`config.mk`:
```
export PLATFORM = sky130hd
export DESIGN_NAME = clk_period_mon
export DESIGN_NICKNAME = d
export VERILOG_FILES = /design/src/rtl/clk_mon_pkg.sv /design/src/rtl/clk_mon_sync.sv /design/src/rtl/clk_period_mon.sv
export SDC_FILE = /design/constraint.sdc
export NUM_CORES = 1
export LEC_CHECK = 0
export ABC_AREA = 0
export BUFFER_PORTS_ARGS = -buffer_cell sky130_fd_sc_hd__buf_2
export CORE_MARGIN = 4
export CORE_UTILIZATION = 40
export CTS_CLUSTER_SIZE = 14
export DETAILED_ROUTE_END_ITERATION = 8
export GPL_TIMING_DRIVEN = 1
export PLACE_DENSITY = 0.63
export SLEW_MARGIN = 20
export SYNTH_ARGS = -nofsm -noshare
export SYNTH_HDL_FRONTEND = slang
export SYNTH_HIERARCHICAL = 1
export SYNTH_SLANG_ARGS = --single-unit
export TNS_END_PERCENT = 10
```
`constraint.sdc`:
```
create_clock -name clk -period 7.9 [get_ports clk]
set_input_delay 0.79 -clock clk [delete_from_list [all_inputs] [get_ports clk]]
set_output_delay 0.79 -clock clk [all_outputs]
set_load 0.02 [all_outputs]
```
`src/rtl/clk_mon_pkg.sv`:
```
// Shared definitions for the clock period monitor.
//   - mon_state_e : monitor FSM states
//   - DEF_*       : default parameter values for clk_period_mon
package clk_mon_pkg;

  typedef enum logic [1:0] {
    ST_ACQUIRE = 2'd0,
    ST_MEASURE = 2'd1,
    ST_STUCK   = 2'd2
  } mon_state_e;

  localparam int DEF_CNT_WIDTH   = 16;
  localparam int DEF_SYNC_STAGES = 2;
  localparam int DEF_TIMEOUT     = 65535;

endpackage : clk_mon_pkg

```
`src/rtl/clk_mon_sync.sv`:
```
// Multi-flop synchronizer bringing an asynchronous level into the clk domain.
// Ports:
//   clk     : sampling clock
//   rst_n   : asynchronous active-low reset, clears every stage
//   async_i : asynchronous input level
//   sync_o  : synchronized level, STAGES cycles behind async_i
module clk_mon_sync #(
  parameter int STAGES = 2
) (
  input  logic clk,
  input  logic rst_n,
  input  logic async_i,
  output logic sync_o
);

  (* ASYNC_REG = "TRUE" *) logic [STAGES-1:0] sync_q;

  // Shift chain; only stage 0 may go metastable.
  always_ff @(posedge clk or negedge rst_n) begin
    if (!rst_n) begin
      sync_q <= {STAGES{1'b0}};
    end else begin
      sync_q <= {sync_q[STAGES-2:0], async_i};
    end
  end

  assign sync_o = sync_q[STAGES-1];

endmodule : clk_mon_sync

```
`src/rtl/clk_period_mon.sv`:
```
// Measures the period and high time of an asynchronous signal in clk cycles,
// tracks min/max period since reset or clear, and flags a stuck input.
// Ports:
//   clk, rst_n    : clock and asynchronous active-low reset
//   mon_in        : monitored asynchronous signal
//   clr           : synchronous clear of statistics and FSM state
//   period_o      : last rising-to-rising period
//   high_o        : rising-to-first-falling time within that period
//   period_valid  : one-cycle pulse when period_o/high_o update
//   period_min/max: extremes of valid periods since reset/clr
//   stuck         : high while no rising edge seen for TIMEOUT cycles
module clk_period_mon
  import clk_mon_pkg::*;
#(
  parameter int CNT_WIDTH   = DEF_CNT_WIDTH,
  parameter int SYNC_STAGES = DEF_SYNC_STAGES,
  parameter int TIMEOUT     = DEF_TIMEOUT
) (
  input  logic                 clk,
  input  logic                 rst_n,
  input  logic                 mon_in,
  input  logic                 clr,
  output logic [CNT_WIDTH-1:0] period_o,
  output logic [CNT_WIDTH-1:0] high_o,
  output logic                 period_valid,
  output logic [CNT_WIDTH-1:0] period_min,
  output logic [CNT_WIDTH-1:0] period_max,
  output logic                 stuck
);

  localparam logic [CNT_WIDTH-1:0] CNT_ZERO = {CNT_WIDTH{1'b0}};
  localparam logic [CNT_WIDTH-1:0] CNT_ONES = {CNT_WIDTH{1'b1}};
  localparam logic [CNT_WIDTH-1:0] CNT_ONE  = {{(CNT_WIDTH-1){1'b0}}, 1'b1};
  localparam logic [CNT_WIDTH-1:0] TO_VAL   = CNT_WIDTH'(TIMEOUT);

  logic                 sync_s;
  logic                 dly_q;
  logic                 rise_q;
  logic                 fall_q;
  logic [CNT_WIDTH-1:0] cnt_inc_s;
  logic                 hit_s;

  mon_state_e           state_q,     state_d;
  logic [CNT_WIDTH-1:0] cnt_q,       cnt_d;
  logic                 fall_seen_q, fall_seen_d;
  logic [CNT_WIDTH-1:0] high_cap_q,  high_cap_d;
  logic [CNT_WIDTH-1:0] period_q,    period_d;
  logic [CNT_WIDTH-1:0] high_q,      high_d;
  logic                 valid_q,     valid_d;
  logic [CNT_WIDTH-1:0] min_q,       min_d;
  logic [CNT_WIDTH-1:0] max_q,       max_d;
  logic                 stuck_q,     stuck_d;

  clk_mon_sync #(
    .STAGES (SYNC_STAGES)
  ) u_sync (
    .clk     (clk),
    .rst_n   (rst_n),
    .async_i (mon_in),
    .sync_o  (sync_s)
  );

  // Edge detector. The flags are registered so every detected edge lands
  // exactly SYNC_STAGES+1 cycles after the mon_in change.
  always_ff @(posedge clk or negedge rst_n) begin
    if (!rst_n) begin
      dly_q  <= 1'b0;
      rise_q <= 1'b0;
      fall_q <= 1'b0;
    end else begin
      dly_q  <= sync_s;
      rise_q <= sync_s & ~dly_q;
      fall_q <= ~sync_s & dly_q;
    end
  end

  // Saturating increment: the counter parks at TIMEOUT and never wraps.
  assign cnt_inc_s = (cnt_q == TO_VAL) ? cnt_q : (cnt_q + CNT_ONE);
  assign hit_s     = (cnt_inc_s == TO_VAL);

  // Next-state and output logic of the monitor FSM.
  always_comb begin
    state_d     = state_q;
    cnt_d       = cnt_q;
    fall_seen_d = fall_seen_q;
    high_cap_d  = high_cap_q;
    period_d    = period_q;
    high_d      = high_q;
    valid_d     = 1'b0;
    min_d       = min_q;
    max_d       = max_q;
    stuck_d     = stuck_q;

    if (clr) begin
      // clr wins over any edge detected in the same cycle.
      state_d     = ST_ACQUIRE;
      cnt_d       = CNT_ZERO;
      fall_seen_d = 1'b0;
      high_cap_d  = CNT_ZERO;
      min_d       = CNT_ONES;
      max_d       = CNT_ZERO;
      stuck_d     = 1'b0;
    end else begin
      case (state_q)
        ST_ACQUIRE, ST_STUCK: begin
          if (rise_q) begin
            // First rise after acquire/stuck only starts an interval.
            state_d     = ST_MEASURE;
            cnt_d       = CNT_ONE;
            fall_seen_d = 1'b0;
            stuck_d     = 1'b0;
          end else begin
            cnt_d = cnt_inc_s;
            if (hit_s) begin
              state_d = ST_STUCK;
              stuck_d = 1'b1;
            end else begin
              state_d = state_q;
            end
          end
        end
        ST_MEASURE: begin
          if (rise_q) begin
            // cnt_q equals the number of cycles since the previous rise.
            valid_d     = 1'b1;
            period_d    = cnt_q;
            high_d      = fall_seen_q ? high_cap_q : cnt_q;
            min_d       = (cnt_q < min_q) ? cnt_q : min_q;
            max_d       = (cnt_q > max_q) ? cnt_q : max_q;
            cnt_d       = CNT_ONE;
            fall_seen_d = 1'b0;
          end else begin
            if (fall_q && !fall_seen_q) begin
              fall_seen_d = 1'b1;
              high_cap_d  = cnt_q;
            end else begin
              fall_seen_d = fall_seen_q;
            end
            cnt_d = cnt_inc_s;
            if (hit_s) begin
              state_d = ST_STUCK;
              stuck_d = 1'b1;
            end else begin
              state_d = ST_MEASURE;
            end
          end
        end
        default: begin
          state_d = ST_ACQUIRE;
          cnt_d   = CNT_ZERO;
          stuck_d = 1'b0;
        end
      endcase
    end
  end

  // State and output registers.
  always_ff @(posedge clk or negedge rst_n) begin
    if (!rst_n) begin
      state_q     <= ST_ACQUIRE;
      cnt_q       <= CNT_ZERO;
      fall_seen_q <= 1'b0;
      high_cap_q  <= CNT_ZERO;
      period_q    <= CNT_ZERO;
      high_q      <= CNT_ZERO;
      valid_q     <= 1'b0;
      min_q       <= CNT_ONES;
      max_q       <= CNT_ZERO;
      stuck_q     <= 1'b0;
    end else begin
      state_q     <= state_d;
      cnt_q       <= cnt_d;
      fall_seen_q <= fall_seen_d;
      high_cap_q  <= high_cap_d;
      period_q    <= period_d;
      high_q      <= high_d;
      valid_q     <= valid_d;
      min_q       <= min_d;
      max_q       <= max_d;
      stuck_q     <= stuck_d;
    end
  end

  assign period_o     = period_q;
  assign high_o       = high_q;
  assign period_valid = valid_q;
  assign period_min   = min_q;
  assign period_max   = max_q;
  assign stuck        = stuck_q;

endmodule : clk_period_mon
```
==> results_dict.tcl <==
set metrics [dict create \
    drv_cap 0 \
    synth_cell_types 60 \
    wirelength_um 13600 \
    cts_num_sinks 106 \
    crit_fanout 13 \
    drt_iter0_drc 281 \
    path_class "register to register" \
    dieArea_um2 16000 \
    netlist_area_um2 5610 \
    synth_simple_gate_area_share_pct 15.6 \
    max-slew-margin-rel_pct 27.6 \
    cts_hold_buf 0 \
    wl_per_cell_um 17.3 \
    min_period_ps 3130 \
    yosysTopAreaCellShare_pct 40.2 \
    cts_root_buf "clkbuf_16" \
    overflow 0 \
    vias 4186 \
    cpPeakStageDelay_ps 700 \
    utilization_pct 46.7 \
    finalSetupViolations 0 \
    post-cts-setup-buffers 0 \
    ctsHtreeMaxLevel 3 \
    cts_resized 0 \
    path_clk_slew_ps 70 \
    cpMaxStageDelayCell "nor4_1" \
    crit_required_ps 8110 \
    p_leak_nw 2.94 \
    start_util_pct 41.5 \
    power_density_nw_per_um2 193 \
    muxShareOfSynthArea_pct 12.1 \
    die_w_um 126 \
    cts_buffers 9 \
    cts_tree "yes" \
    synth_seq_area_share_pct 47.7 \
    grt_pass1_wl_um 22400 \
    synth_largest_area_cell "dfrtp_1" \
    period_share_pct 39.6 \
    ant_nets 0 \
    min_path_type "input port to asynchronous set/reset pin" \
    synth_top_family_by_area "simple AND/OR/NAND/NOR gates" \
    io_pins 70 \
    async_flop_share_pct 100 \
    status "complete, no violations" \
    synthFlopType "dfrtp_1" \
    vias_per_cell 5.32 \
    antenna_found_initial 0 \
    coreArea_um2 13500 \
    drv_slew 0 \
    synth.area.top_cells "dfrtp_1 40%, mux2i_1 8.9%, dfstp_2 7.5%" \
    num-nets-final 642 \
    layout-drive-gt1-share_pct 21.3 \
    synth-xor-area-share_pct 1.09 \
    grt_pass1_vias 4279 \
    drc 0 \
    critPathCaptureType "register" \
    worstMarginPinSlew_ps 1090 \
    hold_violations 0 \
    syn_to_final_growth_pct 12.5 \
    rsz0062_at_grt "no" \
    yosys_warnings 6 \
    dp_hpwl_um 9380 \
    arrival_ps 3340 \
    drtPass1Iterations 5 \
    path_delay_family "simple AND/OR/NAND/NOR gates" \
    synth-compound-area-share_pct 9.64 \
    num_antenna_cells 0 \
    track_usage_pct 17.4 \
    critPathBufInv 0 \
    tns_ps 0 \
    synthCells 561 \
    worstPathCellList "ha_1, nand3_1, nor4_1, nor2_1, a211o_1, nor4_2, a31oi_1" \
    skew_ps 8.99 \
    worst_setup_path_start_kind "register" \
    grt_max_degree 79 \
    clk_latency_ps 350 \
    fill_cells 1252 \
    max_freq_ghz 0.320 \
    cts_buffer_depth 2 \
    portBuffers 69 \
    synth_nets 597 \
    fp.dieH_um 126 \
    place.gp.congestion 0.937 \
    synth_seq_cells 106 \
    rows 42 \
    avgSynthCellArea_um2 9.99 \
    synth_edf_count 0 \
    peakVddDrop_v 0.000131 \
    synth-adder-area-share_pct 7.14 \
]
## flip-flops by register name, summed over array words and instances, names as in the netlist, 2 cells and up
signal,cells
period_max,16
high_o,16
high_cap_q,16
state_q,2
u_sync/sync_q,2
period_o,16
cnt_q,16
period_min,16
## metrics by stage
step | instances | setup WS [ps] | power (mW) | hold slack, ps | cell area, um2
4_1_cts | 786 | 4860 | 1.23 | 352 | 6280
3_5_place_dp | 770 | 4880 | 0.753 | 336 | 5970
5_1_grt | 787 | 4570 | 1.28 | 356 | 6300
6_report | 787 | 4770 | 1.22 | 347 | 6300
2_1_floorplan | 561 | 5150 | 0.697 | 331 | 5610
3_3_place_gp | 770 | 4980 | 0.751 | 333 | 5970
## worst register-to-register path, cell delays in order (launching register included)
cell and delay (ps):
dfrtp_1 670, ha_1 380, nand3_1 360, nor4_1 700
nor2_1 150, a211o_1 310, nor4_2 270, a31oi_1 160
## cell families after synthesis
| family | after synthesis |
|---|---|
| buf+inv | 76 |
| flops | 106 |
| simple gates | 192 |
| fa+ha+maj | 32 |
| xor+xnor | 7 |
| mux | 66 |
| compound gates | 82 |
## worst paths after layout
check                                  from               end  slack [ps]  cells past startpoint
max                                cnt_q[1]        state_q[0]        4770                      7
min                                   rst_n     period_max[6]         350                      1
max reg2reg                        cnt_q[1]        state_q[0]        4770                      7
min reg2reg                u_sync/sync_q[0]  u_sync/sync_q[1]         350                      0
max in group asynchronous             rst_n    high_cap_q[14]        6510                      2
min in group clk           u_sync/sync_q[0]  u_sync/sync_q[1]         350                      0
## layout make-up
cell class / instances / area [um2] / share of cell area (%)
flip-flops and latches: 106 / 2670 / 42.4
multi-input cells: 379 / 2560 / 40.7
repair buffers: 74 / 402 / 6.37
clock buffers: 11 / 233 / 3.69
well taps: 176 / 220 / 3.49
inverters: 36 / 135 / 2.14
clock inverters: 5 / 78.8 / 1.25
## routing by layer
| metal | routed length, um | vias up | GRT usage (%) |
|---|---|---|---|
| li1 | - | 2004 | - |
| met1 | 6300 | 2051 | 23.3 |
| met2 | 6370 | 107 | 27.6 |
| met3 | 640 | 24 | 3.36 |
| met4 | 317 | 0 | 7.00 |
| met5 | 0 | - | 0 |
## synthesized netlist by cell type, drive strengths merged (5+ instances only)
master,instances
a21o,7
a21oi,43
a31oi,5
buf,18
clkbuf,19
dfrtp,90
dfstp,16
ha,32
inv,36
mux2,16
mux2i,50
nand2,45
nand3,7
nand4,9
nor2,92
nor3,12
o21ai,9
xnor2,6
## layout by cell type, fill, tap and decap left out, drive strengths merged, types with 12 or more instances in the layout
cell type and n:
dfstp 16, mux2i 50, nor2 92, dfrtp 90, nand2 45, buf 74
ha 32, a21oi 43, mux2 16, nor3 12, inv 36
## power breakdown
| part | switching, mW | internal (mW) | total [mW] | leakage, nW |
|---|---|---|---|---|
| logic | 0.0939 | 0.0483 | 0.142 | 1.41 |
| clock network | 0.199 | 0.278 | 0.477 | 0.153 |
| registers | 0.0234 | 0.577 | 0.600 | 1.37 |
(Power assumes the default switching activity.)
